`src/rtl/axil_ic_pkg.sv`:
```
// Shared definitions for the AXI-Lite interconnect arbiters: FSM state
// encoding, default sizing, and the round-robin pick function.
package axil_ic_pkg;

    typedef enum logic {
        IDLE = 1'b0,
        BUSY = 1'b1
    } arb_state_e;

    localparam int DEF_NUM_MASTERS  = 4;
    localparam int DEF_QUANTUM_TIME = 16;
    localparam int MAX_MASTERS      = 16;

    // Round-robin pick: the request vector (n bits used) is laid out twice
    // back to back, every position at or below 'last' is masked off, and
    // the lowest remaining set bit wins. Folding the winner back modulo n
    // gives the first requester strictly after 'last', wrapping around.
    // Returns 0 when nothing is requested; callers only use the result
    // when at least one request bit is set.
    function automatic int rr_pick(input logic [MAX_MASTERS-1:0] req,
                                   input int last,
                                   input int n);
        logic [2*MAX_MASTERS-1:0] dbl;
        int  pick;
        bit  found;
        dbl   = '0;
        pick  = 0;
        found = 1'b0;
        for (int i = 0; i < 2*MAX_MASTERS; i++) begin
            if (i < n) begin
                dbl[i] = req[i];
            end else if (i < 2*n) begin
                dbl[i] = req[i-n];
            end
        end
        for (int i = 0; i < 2*MAX_MASTERS; i++) begin
            if (!found && (i > last) && dbl[i]) begin
                found = 1'b1;
                pick  = (i >= n) ? (i - n) : i;
            end
        end
        return pick;
    endfunction

endpackage

```
`src/rtl/DLock_timer.sv`:
```
// Deadlock / quantum timer: counts consecutive cycles with start_i high and
// emits a one-cycle tick after QUANTUM_TIME of them, then starts over.
// A low start_i discards any partial count.
module DLock_timer
    import axil_ic_pkg::*;
#(
    parameter int QUANTUM_TIME = DEF_QUANTUM_TIME
) (
    input  logic clk_i,
    input  logic start_i,
    input  logic resetn_i,
    output logic tick_timer
);

    localparam int CNT_W = $clog2(QUANTUM_TIME);

    logic [CNT_W-1:0] count_reg;

    // Count contended cycles; tick is registered so it lands QUANTUM_TIME
    // cycles after the first high start_i.
    always_ff @(posedge clk_i or negedge resetn_i) begin
        if (!resetn_i) begin
            count_reg  <= '0;
            tick_timer <= 1'b0;
        end else begin
            tick_timer <= 1'b0;
            if (!start_i) begin
                count_reg <= '0;
            end else if (count_reg == CNT_W'(QUANTUM_TIME - 1)) begin
                count_reg  <= '0;
                tick_timer <= 1'b1;
            end else begin
                count_reg <= count_reg + CNT_W'(1);
            end
        end
    end

endmodule

```
`src/rtl/axil_quantum_arbiter.sv`:
```
// Round-robin arbiter for the shared AXI-Lite slave port with a per-owner
// time quantum: a contended owner is preempted when the timer ticks.
module axil_quantum_arbiter
    import axil_ic_pkg::*;
#(
    parameter  int NUM_MASTERS  = DEF_NUM_MASTERS,
    parameter  int QUANTUM_TIME = DEF_QUANTUM_TIME,
    localparam int IDX_W        = $clog2(NUM_MASTERS)
) (
    input  logic                   clk_i,
    input  logic                   resetn_i,
    input  logic [NUM_MASTERS-1:0] req_i,
    input  logic                   done_i,
    output logic [NUM_MASTERS-1:0] grant_o,
    output logic [IDX_W-1:0]       grant_idx_o,
    output logic                   grant_valid_o,
    output logic                   preempt_o
);

    arb_state_e             state_reg, state_next;
    logic [IDX_W-1:0]       idx_reg, idx_next;
    logic [IDX_W-1:0]       last_reg, last_next;
    logic [NUM_MASTERS-1:0] grant_reg, grant_next;
    logic                   valid_reg, valid_next;
    logic                   preempt_reg, preempt_next;

    logic [MAX_MASTERS-1:0] req_ext;
    logic [IDX_W-1:0]       pick_idx;
    logic                   release_now;
    logic                   timer_start;
    logic                   tick;

    // Count only while someone other than the owner is waiting.
    assign timer_start = (state_reg == BUSY) && (|(req_i & ~grant_reg));

    DLock_timer #(
        .QUANTUM_TIME(QUANTUM_TIME)
    ) u_timer (
        .clk_i      (clk_i),
        .start_i    (timer_start),
        .resetn_i   (resetn_i),
        .tick_timer (tick)
    );

    // Widen the request vector to the pick function's fixed width.
    always_comb begin
        req_ext                = '0;
        req_ext[NUM_MASTERS-1:0] = req_i;
    end

    assign pick_idx    = IDX_W'(rr_pick(req_ext, int'(last_reg), NUM_MASTERS));
    assign release_now = done_i || !req_i[idx_reg];

    // State, owner and output registers.
    always_ff @(posedge clk_i or negedge resetn_i) begin
        if (!resetn_i) begin
            state_reg   <= IDLE;
            idx_reg     <= '0;
            last_reg    <= IDX_W'(NUM_MASTERS - 1);
            grant_reg   <= '0;
            valid_reg   <= 1'b0;
            preempt_reg <= 1'b0;
        end else begin
            state_reg   <= state_next;
            idx_reg     <= idx_next;
            last_reg    <= last_next;
            grant_reg   <= grant_next;
            valid_reg   <= valid_next;
            preempt_reg <= preempt_next;
        end
    end

    // Next-state logic: grant from IDLE, drop to IDLE on release or quantum
    // expiry. Release takes priority over a coincident tick. last_reg is
    // only updated on a new grant, so after a preemption the next scan
    // starts just past the preempted owner.
    always_comb begin
        state_next   = state_reg;
        idx_next     = idx_reg;
        last_next    = last_reg;
        grant_next   = grant_reg;
        valid_next   = valid_reg;
        preempt_next = 1'b0;
        case (state_reg)
            IDLE: begin
                if (|req_i) begin
                    state_next           = BUSY;
                    idx_next             = pick_idx;
                    last_next            = pick_idx;
                    grant_next           = '0;
                    grant_next[pick_idx] = 1'b1;
                    valid_next           = 1'b1;
                end
            end
            BUSY: begin
                if (release_now) begin
                    state_next = IDLE;
                    grant_next = '0;
                    valid_next = 1'b0;
                end else if (tick) begin
                    state_next   = IDLE;
                    grant_next   = '0;
                    valid_next   = 1'b0;
                    preempt_next = 1'b1;
                end
            end
            default: begin
                state_next = IDLE;
                grant_next = '0;
                valid_next = 1'b0;
            end
        endcase
    end

    assign grant_o       = grant_reg;
    assign grant_idx_o   = idx_reg;
    assign grant_valid_o = valid_reg;
    assign preempt_o     = preempt_reg;

endmodule

```
`config.mk`:
```
export PLATFORM = sky130hd
export DESIGN_NAME = axil_quantum_arbiter
export DESIGN_NICKNAME = d
export VERILOG_FILES = /design/src/rtl/axil_ic_pkg.sv /design/src/rtl/DLock_timer.sv /design/src/rtl/axil_quantum_arbiter.sv
export SDC_FILE = /design/constraint.sdc
export NUM_CORES = 1
export LEC_CHECK = 0
export CORE_MARGIN = 4
export CORE_UTILIZATION = 30
export DETAILED_ROUTE_END_ITERATION = 8
export PLACE_DENSITY = 0.57
export SYNTH_ARGS = -nofsm -noshare
export SYNTH_HDL_FRONTEND = slang
export SYNTH_HIERARCHICAL = 1
export SYNTH_SLANG_ARGS = --single-unit
```
`constraint.sdc`:
```
create_clock -name clk_i -period 1.4 [get_ports clk_i]
set_input_delay 0.28 -clock clk_i [delete_from_list [all_inputs] [get_ports clk_i]]
set_output_delay 0.28 -clock clk_i [all_outputs]
set_load 0.01 [all_outputs]
```
Word-level counts from Yosys, hierarchy flattened --
Cells that the tools add are included.
Storage, ports and cells: memory bits (read-only) 0, register bits after elaboration 16, RAM bits 0, bits in latches 0, memories kept 0, logic and storage cells 80
Cells by class: add/subtract/negate cells 1, order comparisons 6, bitwise operators 3, shift operators 0, multiply operators 0, divide/modulo/power cells 0, eq/ne operators 3, mux-type cells 36, reductions and logical operators 23
Operators with widths (number):
- two-way mux 1 bit | 20
- two-way mux 4 bit | 5
- two-way mux 2 bit | 6
- logical AND 1 bit | 11
- one-hot mux 4 bit (2 select lines) | 1
- OR reduction 4 bit | 2
- logical NOT 1 bit | 7
- less-than comparator 2 x 3 -> 1 bit (second input constant) | 2
- adder 4 x 1 -> 4 bit (second input constant) | 1
- bitwise AND 4 bit | 1
- equality test 4 bit (second input constant) | 1
- greater-than comparator 2 bit (first input constant) | 2
- inverter 4 bit | 1
- one-hot mux 1 bit (2 select lines) | 2
- AND reduction 2 bit | 2
- inequality test 3 x 1 -> 1 bit (second input constant) | 1
- binary-select mux 1 bit (select 2 bit) | 1
- demux 1 bit (select 2 bit) | 1
- >= comparator 2 x 1 -> 1 bit (second input constant) | 1
- greater-than comparator 1 x 2 -> 1 bit (first input constant) | 1
- inequality test 2 bit (second input constant) | 1
- logical OR 1 bit | 1
- inverter 1 bit | 1

Logic depth before layout (Yosys ltp) --
depth after elaboration 29, mapped depth 5, gate-level depth less buffers 5

Modules after synthesis --
The synthesis kept the hierarchy.
By module, submodules not included:
- axil_quantum_arbiter | area an instance 594.3 um^2, cells each 55, sequential area each 277.8 um^2, times used 1
- DLock_timer | area an instance 198.9 um^2, cells each 16, sequential area each 125.1 um^2, times used 1

Worst setup path after synthesis --
Ideal clock, no wire load.
kind register to register, from reg idx_reg[0], in the netlist grant_idx_o[0], to reg grant_reg[3], in the netlist grant_o[3], required time 1.279 ns, arrival 1.362 ns, setup slack -0.083 ns, stages on the path, launching flop included 5, library setup time 0.121 ns, cells stage by stage dfrtp_1 mux4_2 nand3b_4 o22ai_4 a22o_1
Between the ends: longest elaborated chain between the ends 6, elaborated cells between the ends (all ways) 8
Ends and longest elaborated chain:
- from (decl) | line axil_quantum_arbiter.sv:21 | logic [IDX_W-1:0] idx_reg, idx_next;
- from (signal assigned) | line axil_quantum_arbiter.sv:65 | idx_reg <= idx_next;
- binary-select mux 1 bit (select 2 bit) * | line axil_quantum_arbiter.sv:52 | assign release_now = done_i || !req_i[idx_reg];
- two-way mux 1 bit (not written as such) * | line axil_quantum_arbiter.sv:52
- logical NOT 1 bit * | line axil_quantum_arbiter.sv:52
- logical OR 1 bit * | line axil_quantum_arbiter.sv:52
- two-way mux 4 bit or inequality test 3 x 1 -> 1 bit (tied branches)
- one-hot mux 4 bit (2 select lines) or AND reduction 2 bit (tied branches)
- to (signal assigned) | line axil_quantum_arbiter.sv:67 | grant_reg <= grant_next;
- to (decl) | line axil_quantum_arbiter.sv:23 | logic [NUM_MASTERS-1:0] grant_reg, grant_next;
Every way passes the cells marked *; elsewhere a longest branch is shown, timed or not. The select of a mux whose other input is x is not followed. A chain may end at the register's enable or synchronous reset.

Final worst setup path --
from reg idx_reg[0], in the netlist grant_idx_o[0], to reg grant_reg[1], in the netlist grant_o[1]
The elaborated chain is that of the path after synthesis.

==> reports/qor.yml <==
outcome:
  status: "finished with violations"
  failed_checks: "negative setup slack"
timing:
  hold_viol_final: 0
  worstMarginPinSlew_ps: 380
  fmax_ghz: 0.661
  period_share_pct: 108
  setup_viol: 6
  clock_skew_ps: 3.17
  maxSlewHeadroom_pct: 74.5
  grt_setup_unrepaired: "yes"
  min_period_ps: 1510
  finalMaxSlewViolations: 0
  holdWs_ps: 300
  layout_setup_ws_ps: -113
cts:
  clk_latency_ps: 280
  numCtsBuffers: 3
  hold_buffers: 0
  cts_tree: "done"
  max-clock-path-buffers: 2
  cts_num_sinks: 16
  cts.reportedPaths.clkPinSlew_ps: 100
  htree_levels: 1
  cts-root-buf: "clkbuf_4"
drt:
  drtPass1Iterations: 4
  routedWlPerCell_um: 13.5
  drc: 0
  dr_total_vias: 679
  first_iter_violations: 16
  totalWireLength_mm: 1.84
  via_per_inst: 4.96
  ant_nets: 0
placed_design:
  placed_cells_incl_taps: 129
  gp_congestion: 0.774
  io_buffers: 14
  hpwl_mm: 1.48
  placed_area_um2: 1080
setup_path:
  critical_path_arrival_ps: 1700
  end_kind: "register"
  rr_startpoint: "grant_idx_o[0]"
  crit_path_start_kind: "register"
  reg2reg_to: "grant_o[1]"
  path_cells: "buf_4, mux4_2, nand3b_4, o22ai_4, a32o_1"
  critPathKind: "reg2reg"
  crit_family: "multiplexers"
  reg2reg_slack_ps: -110
  reg2reg_depth: 5
  cpPeakStageDelay_ps: 520
  cp_slowest_cell: "mux4_2"
  crit_fanout: 5
  cp.buffers_inverters: 1
  cp.required_ps: 1580
flow_run:
  cap_viol_max_count: 0
yosys:
  synthCells: 71
  syn_nets: 79
  ys_seq_elements: 16
  synthFlopType: "dfrtp_1"
  syn_area_per_cell_um2: 11.2
  synth_edf_count: 0
  synthDistinctLibCells: 34
  syn-cell-area_um2: 793
  ys_seq_area_share_pct: 50.8
  async_flop_share_pct: 100
  yosys_warnings: 6
grt:
  grt_max_degree: 17
  gr-total-overflow: 0
  antenna_found_initial: 0
  grt_pass1_wl_mm: 3.04
  gr-usage-all-layers_pct: 11.7
  grt_pass1_vias: 689
final_layout:
  fill_cells: 256
  final_area_um2: 1180
  final_cells: 137
  multi_input_area_um2: 409
  final_common_cell: "buf_4"
  final_util_pct: 47.1
  regArea_um2: 403
  design.final.nets: 116
  layout_common_cells: "buf_4, dfrtp_1, nor2_1, dlygate4sd2_1"
  drive_above_1_share_pct: 34.6
  antenna_cells: 0
  area_growth_pct: 48.6
die:
  rows: 18
  start_util_pct: 31.7
  die_area_um2: 3530
  placeableCoreArea_um2: 2500
  die_w_um: 59.4
  num_io_pins: 15
  fp.dieH_um: 59.4
pwr:
  power.leakage_nw: 0.603
  p_total_mw: 2.15
  vdd_drop_max_mv: 0.956
  powerDensity_nw_per_um2: 1820
min_path:
  hp-class: "in2async"
-- per-stage QoR --
stage	setup WS (ps)	TNS (ps)
after floorplan	-53.6	-125
after global placement	-420	-4710
after detailed placement	-437	-5000
after CTS	-121	-815
after global routing	-168	-1020
final	-113	-457
-- Yosys cell counts, types with 2 or more instances --
master     count  area [µm²]
nand3_1        2        10.0
o21a_1         3        22.5
dfstp_2        2        52.6
a21o_1         5        37.5
nor3b_1        2        15.0
o2bb2ai_1      2        17.5
o22ai_1        2        12.5
o21ai_0        2        10.0
inv_1          6        22.5
dfrtp_1       14         350
nand2b_1       2        12.5
nor2_1         7        26.3
-- worst max path at each step --
stage / startpoint / endpoint / slack [ps] / depth (start not counted)
floorplan: grant_idx_o[0] / grant_o[3] / -50 / 4
CTS: grant_idx_o[0] / grant_o[1] / -120 / 5
global route: grant_idx_o[0] / grant_o[1] / -170 / 5
finish: grant_idx_o[0] / grant_o[1] / -110 / 5
detailed placement: req_i[3] / grant_o[3] / -440 / 5
global placement: req_i[3] / grant_o[3] / -420 / 5
-- area by class of cell --
cell class	instances	share of cell area [%]
clock buffer	4	3.08
inverter	6	1.91
multi-input combinational	49	34.7
sequential	16	34.2
tap	30	3.18
timing repair buffer	32	22.9
-- layer usage --
layer / vias to the layer above / part of all wire [%] / track usage (%)
li1: 340 / - / -
met1: 327 / 44 / 14.4
met2: 10 / 51 / 19.3
met3: 2 / 3.4 / 1.96
met4: 0 / 0.87 / 5.83
met5: - / 0 / 0
-- power breakdown --
group / leakage, nW / total [mW] / switching (mW) / internal, mW
Sequential: 0.203 / 0.825 / 0.172 / 0.652
Clock: 0.0210 / 0.305 / 0.146 / 0.158
Combinational: 0.380 / 1.02 / 0.451 / 0.567
-- logic make-up after synthesis --
family | synth area share, %
flops | 50.8
compound gates | 24.0
mux | 2.84
xor+xnor | 1.10
simple gates | 16.9
buf+inv | 2.84
fa+ha+maj | 1.58
-- timing repair --
item	CTS	global route
setup endpoints to repair	18	13
setup buffers	3	1
pin swaps	1	1
resized for setup	11	12
(Power assumes the default switching activity.)
